--- config.mk ---
export PLATFORM = sky130hd
export DESIGN_NAME = uart_rx_ctrl
export DESIGN_NICKNAME = d
export VERILOG_FILES = /design/src/rtl/uart_rx_pkg.sv /design/src/rtl/flex_counter.sv /design/src/rtl/uart_rx_ctrl.sv
export SDC_FILE = /design/constraint.sdc
export NUM_CORES = 1
export LEC_CHECK = 0
export ABC_AREA = 1
export ABC_CLOCK_PERIOD_IN_PS = 1350
export CORE_ASPECT_RATIO = 0.9
export CORE_MARGIN = 2
export CORE_UTILIZATION = 50
export DETAILED_ROUTE_END_ITERATION = 16
export PLACE_DENSITY = 0.75
export RECOVER_POWER = 50
export SYNTH_ARGS = -nofsm -noshare
export SYNTH_HDL_FRONTEND = slang
export SYNTH_SLANG_ARGS = --single-unit
--- constraint.sdc ---
create_clock -name clk -period 1.35 [get_ports clk]
set_clock_uncertainty 0.1 [all_clocks]
set_input_delay 0.2025 -clock clk [delete_from_list [all_inputs] [get_ports clk]]
set_output_delay 0.2025 -clock clk [all_outputs]
set_load 0.05 [all_outputs]
--- src/rtl/uart_rx_pkg.sv ---
// Shared UART receiver types and default frame geometry.
package uart_rx_pkg;

  localparam int DEF_CLKS_PER_BIT = 10;
  localparam int DEF_DATA_BITS    = 8;

  typedef enum logic [2:0] {
    IDLE,
    START,
    DATA,
    STOP,
    LOAD
  } state_t;

endpackage

--- src/rtl/flex_counter.sv ---
// Free-running period counter: counts 0..rollover_val-1 and flags the last count.
// rollover_flag is combinational from count_out; clear restarts the period next cycle.
module flex_counter #(
  parameter int NUM_BITS = 4
) (
  input  logic                clk,
  input  logic                n_rst,
  input  logic                clear,
  input  logic                count_enable,
  input  logic [NUM_BITS-1:0] rollover_val,
  output logic [NUM_BITS-1:0] count_out,
  output logic                rollover_flag
);

  localparam logic [NUM_BITS-1:0] ONE = NUM_BITS'(1);

  assign rollover_flag = count_enable && (count_out == rollover_val - ONE);

  always_ff @(posedge clk or negedge n_rst) begin
    if (!n_rst) begin
      count_out <= '0;
    end else if (clear) begin
      count_out <= '0;
    end else if (count_enable) begin
      count_out <= rollover_flag ? '0 : count_out + ONE;
    end
  end

endmodule

--- src/rtl/uart_rx_ctrl.sv ---
// UART receiver: start-edge detect, mid-bit sampling, LSB-first capture, error flags.
// data_ready rises about 98 clocks after the start edge at CLKS_PER_BIT=10.
module uart_rx_ctrl
  import uart_rx_pkg::*;
#(
  parameter int CLKS_PER_BIT = DEF_CLKS_PER_BIT,
  parameter int DATA_BITS    = DEF_DATA_BITS
) (
  input  logic                 clk,
  input  logic                 n_rst,
  input  logic                 serial_in,
  input  logic                 data_read,
  output logic [DATA_BITS-1:0] rx_data,
  output logic                 data_ready,
  output logic                 overrun_error,
  output logic                 framing_error
);

  localparam int TW = $clog2(CLKS_PER_BIT + 1);
  localparam int BW = $clog2(DATA_BITS + 1);
  localparam logic [TW-1:0] BIT_PERIOD = TW'(CLKS_PER_BIT);
  localparam logic [TW-1:0] HALF_LAST  = TW'(CLKS_PER_BIT / 2 - 1);
  localparam logic [BW-1:0] LAST_BIT   = BW'(DATA_BITS - 1);

  state_t state, next_state;

  logic [1:0]           sync_q;
  logic [1:0]           flush_q;
  logic                 sin;
  logic                 sin_prev;
  logic                 fall;
  logic                 edge_pend;
  logic [TW-1:0]        timer;
  logic                 strobe;
  logic                 timer_clear;
  logic [BW-1:0]        bit_cnt;
  logic [DATA_BITS-1:0] shift_q;
  logic                 load;
  logic                 fe_set;
  logic                 fe_clr;

  always_ff @(posedge clk or negedge n_rst) begin
    if (!n_rst) begin
      sync_q <= 2'b11;
    end else begin
      sync_q <= {sync_q[0], serial_in};
    end
  end

  assign sin = sync_q[1];

  // History only trusts sin once the reset value has flushed out of the
  // synchronizer, so a line held low across reset never looks like an edge.
  always_ff @(posedge clk or negedge n_rst) begin
    if (!n_rst) begin
      flush_q   <= 2'b00;
      sin_prev  <= 1'b0;
      edge_pend <= 1'b0;
    end else begin
      flush_q   <= {flush_q[0], 1'b1};
      sin_prev  <= flush_q[1] & sin;
      edge_pend <= (state == LOAD) & fall;
    end
  end

  assign fall = sin_prev & ~sin;

  flex_counter #(
    .NUM_BITS(TW)
  ) u_bit_timer (
    .clk          (clk),
    .n_rst        (n_rst),
    .clear        (timer_clear),
    .count_enable (1'b1),
    .rollover_val (BIT_PERIOD),
    .count_out    (timer),
    .rollover_flag(strobe)
  );

  always_ff @(posedge clk or negedge n_rst) begin
    if (!n_rst) begin
      state <= IDLE;
    end else begin
      state <= next_state;
    end
  end

  always_comb begin
    next_state  = state;
    timer_clear = 1'b0;
    load        = 1'b0;
    fe_set      = 1'b0;
    fe_clr      = 1'b0;
    case (state)
      IDLE: begin
        if (fall || edge_pend) begin
          next_state = START;
          fe_clr     = 1'b1;
        end
      end
      START: begin
        if (timer == HALF_LAST) begin
          next_state = sin ? IDLE : DATA;
        end
      end
      DATA: begin
        if (strobe && (bit_cnt == LAST_BIT)) begin
          next_state = STOP;
        end
      end
      STOP: begin
        if (strobe) begin
          next_state = sin ? LOAD : IDLE;
          fe_set     = ~sin;
        end
      end
      LOAD: begin
        next_state = IDLE;
        load       = 1'b1;
      end
      default: next_state = IDLE;
    endcase
    timer_clear = (next_state != state) || (state == IDLE);
  end

  always_ff @(posedge clk or negedge n_rst) begin
    if (!n_rst) begin
      bit_cnt <= '0;
      shift_q <= '0;
    end else if (state == START) begin
      bit_cnt <= '0;
    end else if ((state == DATA) && strobe) begin
      bit_cnt <= bit_cnt + BW'(1);
      shift_q <= {sin, shift_q[DATA_BITS-1:1]};
    end
  end

  always_ff @(posedge clk or negedge n_rst) begin
    if (!n_rst) begin
      rx_data       <= '0;
      data_ready    <= 1'b0;
      overrun_error <= 1'b0;
      framing_error <= 1'b0;
    end else begin
      // A read in the load cycle retires the old byte, so the new one wins cleanly.
      if (load) begin
        rx_data    <= shift_q;
        data_ready <= 1'b1;
        if (data_read) begin
          overrun_error <= 1'b0;
        end else if (data_ready) begin
          overrun_error <= 1'b1;
        end
      end else if (data_read) begin
        data_ready    <= 1'b0;
        overrun_error <= 1'b0;
      end
      if (fe_clr) begin
        framing_error <= 1'b0;
      end else if (fe_set) begin
        framing_error <= 1'b1;
      end
    end
  end

endmodule
# Yosys cells after proc, flatten, opt, wreduce, memory -nomap -nowiden
# Index checks and enable logic that the tools add are counted.
totals:
  register_bits: 36
  in_bits: 4
  wordCells: 61
  out_inout_bits: 11
classes:
  mux: 23
  reduce_logical: 11
  bitwise_logic: 5
  addsub: 2
  eq_ne: 8
ops:
  columns: ["op", "n"]
  rows:
  - ["$mux W4", 4]
  - ["$mux W3", 5]
  - ["$mux W1", 12]
  - ["$pmux W3 S4", 1]
  - ["$add A4 B1 Y4 const B", 2]
  - ["$eq A4 B3 Y1 const B", 2]
  - ["$reduce_bool A2 Y1", 4]
  - ["$eq A3 B2 Y1 const B", 2]
  - ["$eq A4 B4 Y1 const B", 1]
  - ["$reduce_and A2 Y1", 2]
  - ["$and A1 B1 Y1", 3]
  - ["$eq A3 B1 Y1 const B", 1]
  - ["$eq A3 B3 Y1 const B", 1]
  - ["$logic_not A3 Y1", 1]
  - ["$ne A3 B3 Y1", 1]
  - ["$logic_and A1 B1 Y1", 2]
  - ["$logic_or A1 B1 Y1", 2]
  - ["$mux W2", 1]
  - ["$not A1 Y1", 2]

# Longest topological paths before layout
depth:
  word_depth: 8
  mapped_depth: 11

# Cells and area by module
# A second synthesis with hierarchy kept.
unflattened:
  cells_unflattened: 219
  hier_area_um2: 1789.2
by_module_without_submodules:
  columns: ["mod", "area_per_inst_um2", "seq_area_each_um2", "cells_each", "n_inst"]
  rows:
  - ["uart_rx_ctrl", 1428.9, 803.3, 163, 1]
  - ["flex_counter", 360.3, 100.1, 56, 1]

# Worst setup path after synthesis
# No wires, ideal clock.
synth_path:
  kind: "register -> register"
  from: "reg u_bit_timer.count_out[1]"
  to: "reg bit_cnt[3]"
  required_time_ns: 1.124
  arrival_ns: 1.218
  period_less_slack_ns: 1.444
  stages_incl_launch_ff: 9
  slack_ns: -0.094
  setup_time_ns: 0.126
  cell_sequence: "dfrtp_1 -> inv_1 -> ha_1 -> nand2_2 -> nor2_4 -> nand2_2 -> buf_6 -> nor3_1 -> nor3b_2"
synth_between:
  elab_chain_cells: 3
synth_rtl:
  columns: ["element", "line_no", "text"]
  rows:
  - ["start, declared", "flex_counter.sv:11", "output logic [NUM_BITS-1:0] count_out,"]
  - ["start signal, assigned", "flex_counter.sv:25", "count_out <= rollover_flag ? '0 : count_out + ONE;"]
  - ["$eq A4 B4 Y1", "flex_counter.sv:17", "assign rollover_flag = count_enable && (count_out == rollover_val - ONE);"]
  - ["$logic_and A1 B1 Y1", "uart_rx_ctrl.sv:132", "end else if ((state == DATA) && strobe) begin"]
  - ["$reduce_bool A2 Y1 (no line)", null, null]
  - ["end signal, assigned", "uart_rx_ctrl.sv:133", "bit_cnt <= bit_cnt + BW'(1);"]
  - ["end, declared", "uart_rx_ctrl.sv:36", "logic [BW-1:0] bit_cnt;"]
# Every way passes these cells.
# A chain may end at the register's enable or synchronous reset.

# Final worst setup path
layout_path:
  from: "reg u_bit_timer.count_out[0]"
  to: "reg u_bit_timer.count_out[2]"
layout_between:
  elab_chain_cells: 7
layout_rtl:
  columns: ["element", "line_no", "text"]
  rows:
  - ["$eq A4 B4 Y1", "flex_counter.sv:17", null]
  - ["$logic_and A1 B1 Y1", "uart_rx_ctrl.sv:107", "if (strobe && (bit_cnt == LAST_BIT)) begin"]
  - ["$mux W3", "uart_rx_ctrl.sv:107", null]
  - ["$pmux W3 S4", "uart_rx_ctrl.sv:94", "case (state)"]
  - ["$ne A3 B3 Y1", "uart_rx_ctrl.sv:123", "timer_clear = (next_state != state) || (state == IDLE);"]
  - ["$logic_or A1 B1 Y1", "uart_rx_ctrl.sv:123", null]
  - ["$mux W4 (*)", "flex_counter.sv:22", "end else if (clear) begin"]
# Mark *: on every way between the ends. The rest lies on a longest branch, timed or not.

==> reports/results.tsv <==
stage	metric	value	unit
logic_synthesis	Distinct cells, synth	26	
setup_path	R2R Setup Slk	-200	ps
logic_synthesis	post-synthesis register bit count	36	
setup_path	Setup crit start	u_bit_timer.count_out[0]$_DFF_PN0_	
logic_synthesis	Synth Area in Compound Gates	8.30	%
setup_path	crit end category	register	
cells_and_area	most frequent cells in the layout	34 x nand2_1, 33 x dfrtp_1, 22 x inv_1, 14 x buf_4, 12 x buf_12	
cts	clk slew on worst S/H paths	90	ps
job	number of max-cap violations	0	
drt	DR pass1 iterations	5	
setup_path	Worst path depth	9	
logic_synthesis	Post-Syn Instances	166	
logic_synthesis	Post-synth EDFFs	0	
timing	RSZ-0062 raised after global routing	true	
floorplanning	Die Area	3570	um2
cells_and_area	share of layout cells above drive strength 1	33.0	%
pwr	cell area power density	1160	nW/um2
logic_synthesis	ys async rst share	100	%
logic_synthesis	Synth Area in XOR/XNOR	1.69	%
cells_and_area	fin cells	245	
pwr	Leakage	1.02	nW
placement	detailed placer's ending HPWL	2.15	mm
floorplanning	initial core utilization	51.4	%
logic_synthesis	Yosys warnings	0	
worst_hold_path	Worst Hold Class	reg -> reg	
floorplanning	Die Wd	62.7	um
floorplanning	Die H	56.9	um
cells_and_area	n_diodes	0	
timing	Setup-failing EPs final	18	
setup_path	Worst setup SP type	register	
drt	Post-DRT Antenna Nets	0	
setup_path	cell mode on critical path	nand2_2	
timing	Worst-Margin Slew	871	ps
cts	htree depth	2	
placement	placed insts	232	
setup_path	Setup CP Type	reg -> reg	
setup_path	Critical Path RT	1480	ps
drt	final wirelength	3.19	mm
grt	largest net degree at the start of global routing	37	
cts	CTS tree	done	
cells_and_area	final core occ	71.0	%
cells_and_area	Layout area overhead	38.1	%
setup_path	CP endpoint	u_bit_timer.count_out[2]$_DFF_PN0_	
grt	initial antenna violation count	0	
placement	pre-CTS setup slack	-228	ps
timing	final worst path period need	1550	ps
grt	vias in the first global route	1213	
pwr	worst IR drop on VDD	908	uV
drt	Via density	4.89	
cts	Root Driver	clkbuf_4	
timing	f_max	0.644	GHz
setup_path	delay-heaviest family, CP	simple AND/OR/NAND/NOR gates	
grt	GRT overflow	0	
grt	gr usage total	20.1	%
setup_path	Buf+Inv Stages, Crit Path	1	
floorplanning	Core Area	3020	um2
setup_path	reg2reg end	u_bit_timer.count_out[2]$_DFF_PN0_	
drt	DR iter-0 viols	97	
logic_synthesis	synthesized area	1550	um2
logic_synthesis	simple-gate portion of the synthesized area	20.3	%
setup_path	slowest stage cell, crit path	dfrtp_1	
drt	# DRC	0	
cts	TritonCTS Buffers	5	
outcome	run status	finished with violations	
floorplanning	# rows	19	
logic_synthesis	syn nets	174	
logic_synthesis	post-synthesis mux area share	0	%
cells_and_area	most common cell after layout, fill and taps aside	nand2_1	
grt	first-pass GRT wire length	5.45	mm
cells_and_area	fin nets	211	
setup_path	CP peak stage delay	440	ps
timing	Slew Limit Headroom	41.9	%
cts	worst skew pair latency	340	ps
cells_and_area	post-route cell area	2140	um2
floorplanning	IO Count	15	
setup_path	r2r worst-path depth	9	
outcome	failing checks	negative setup slack	
logic_synthesis	commonest register cell after synthesis	dfrtp_1	
timing	Slew Limit Fails	0	
logic_synthesis	area share of the largest cell type after synthesis	54.8	%
logic_synthesis	Avg Cell Area, Syn	9.35	um2
logic_synthesis	ranking of synthesized cells by area	dfrtp_1 55%, nand2_1 9.2%, o21ai_0 6.1%	
timing	fin worst setup slack	-202	ps
setup_path	CP arrival	1680	ps
setup_path	FF-to-FF Start	u_bit_timer.count_out[0]$_DFF_PN0_	
logic_synthesis	Synth Area in Adders	3.22	%
placement	Placed Instance Area	1960	um2
drt	DR vias	1199	
timing	Final Hold Vio Count	0	
cts	clock sinks	36	
placement	IO Port Bufs	14	
drt	routed len/inst	13.0	um
timing	final worst-path cycle share	115	%
cts	Longest Clk Path Bufs	2	
setup_path	worst-path cell chain	inv_1, ha_1, nand2_2, nor2_4, nand2_1, a21oi_1, nor2_2, nand2_2, nor2_1	
logic_synthesis	area leader, netlist	dfrtp_1	
setup_path	worst-path fanout max	4	
logic_synthesis	sequential element share of the synthesized area	58.2	%
placement	Placer Congestion	0.863	
logic_synthesis	main combinational cell family by area after synthesis	simple AND/OR/NAND/NOR gates	
-- kinds of logic (layout without fill, tap and decap cells) --
family                   count (synthesis)  count (layout)
adder cells (fa/ha/maj)                  4               4
flip-flops                              36              36
AND/OR/NAND/NOR                         69              69
XOR/XNOR                                 3               3
other                                    1               1
buffers and inverters                   29              66
AO/OA/AOI/OAI                           24              24
-- state kept, by name (all words and copies together), names as in the netlist --
name / flops
sin_prev: 1
flush_q: 2
sync_q: 2
edge_pend: 1
u_bit_timer.count_out: 4
state: 3
overrun_error: 1
framing_error: 1
bit_cnt: 4
data_ready: 1
rx_data: 8
shift_q: 8
-- report_power, final --
group / switching [W] / total [W] / internal [W]
combinational: 0.000413 / 0.000707 / 0.000294
clock: 0.000345 / 0.000536 / 0.000192
sequential: 0.0000849 / 0.00124 / 0.00115
-- area by class of cell --
cell class / instances / area, um2
multi-input combinational: 101 / 592
fill: 215 / 875
timing repair buffer: 33 / 447
clock inverter: 1 / 5.00
inverter: 26 / 103
clock buffer: 6 / 41.3
tap: 42 / 52.6
sequential: 36 / 905
-- layer usage --
layer,GRT usage (%),wire length [um],up-vias
li1,-,-,594
met1,24.2,1350,568
met2,33.9,1630,29
met3,6.61,158,8
met4,7.30,58,0
met5,0,0,-
-- how the worst min path moves through the flow --
| stage | endpoint | slack, ps | startpoint | cells after the start |
|---|---|---|---|---|
| after floorplan | bit_cnt[0]$_DFFE_PN0P_ | -190 | n_rst | 0 |
| after global placement | flush_q[1]$_DFF_PN0_ | 240 | flush_q[0]$_DFF_PN0_ | 0 |
| after detailed placement | flush_q[1]$_DFF_PN0_ | 240 | flush_q[0]$_DFF_PN0_ | 0 |
| after CTS | u_bit_timer.count_out[3]$_DFF_PN0_ | 120 | n_rst | 2 |
| after global routing | sync_q[1]$_DFF_PN1_ | 270 | sync_q[0]$_DFF_PN1_ | 0 |
| final | sync_q[1]$_DFF_PN1_ | 260 | sync_q[0]$_DFF_PN1_ | 0 |
-- cells in the mapped netlist (2+ instances only) --
cell	n
nand2_1	38
dfrtp_1	34
inv_1	24
o21ai_0	19
nor2_1	10
nand3_1	7
ha_1	4
nand2_2	4
nor2_2	4
buf_6	2
dfstp_2	2
inv_2	2
nor3_1	2
xnor2_1	2
-- repair_timing --
item                       CTS  global route
setup buffers                1             3
cloned                       2             0
hold buffers                 0             0
pin swaps                    2             4
gates resized for setup     15            18
setup endpoints to repair   19            28
-- per-stage QoR --
step                TNS (ps)  total power (W)  hold slack, ps
detailed placement     -1790          0.00185             243
finish                 -1900          0.00248             262
global placement        -779          0.00182             239
floorplan               -198          0.00162            -193
CTS                    -2390          0.00243             120
global route           -3640          0.00265             271
(Power assumes the default switching activity.)
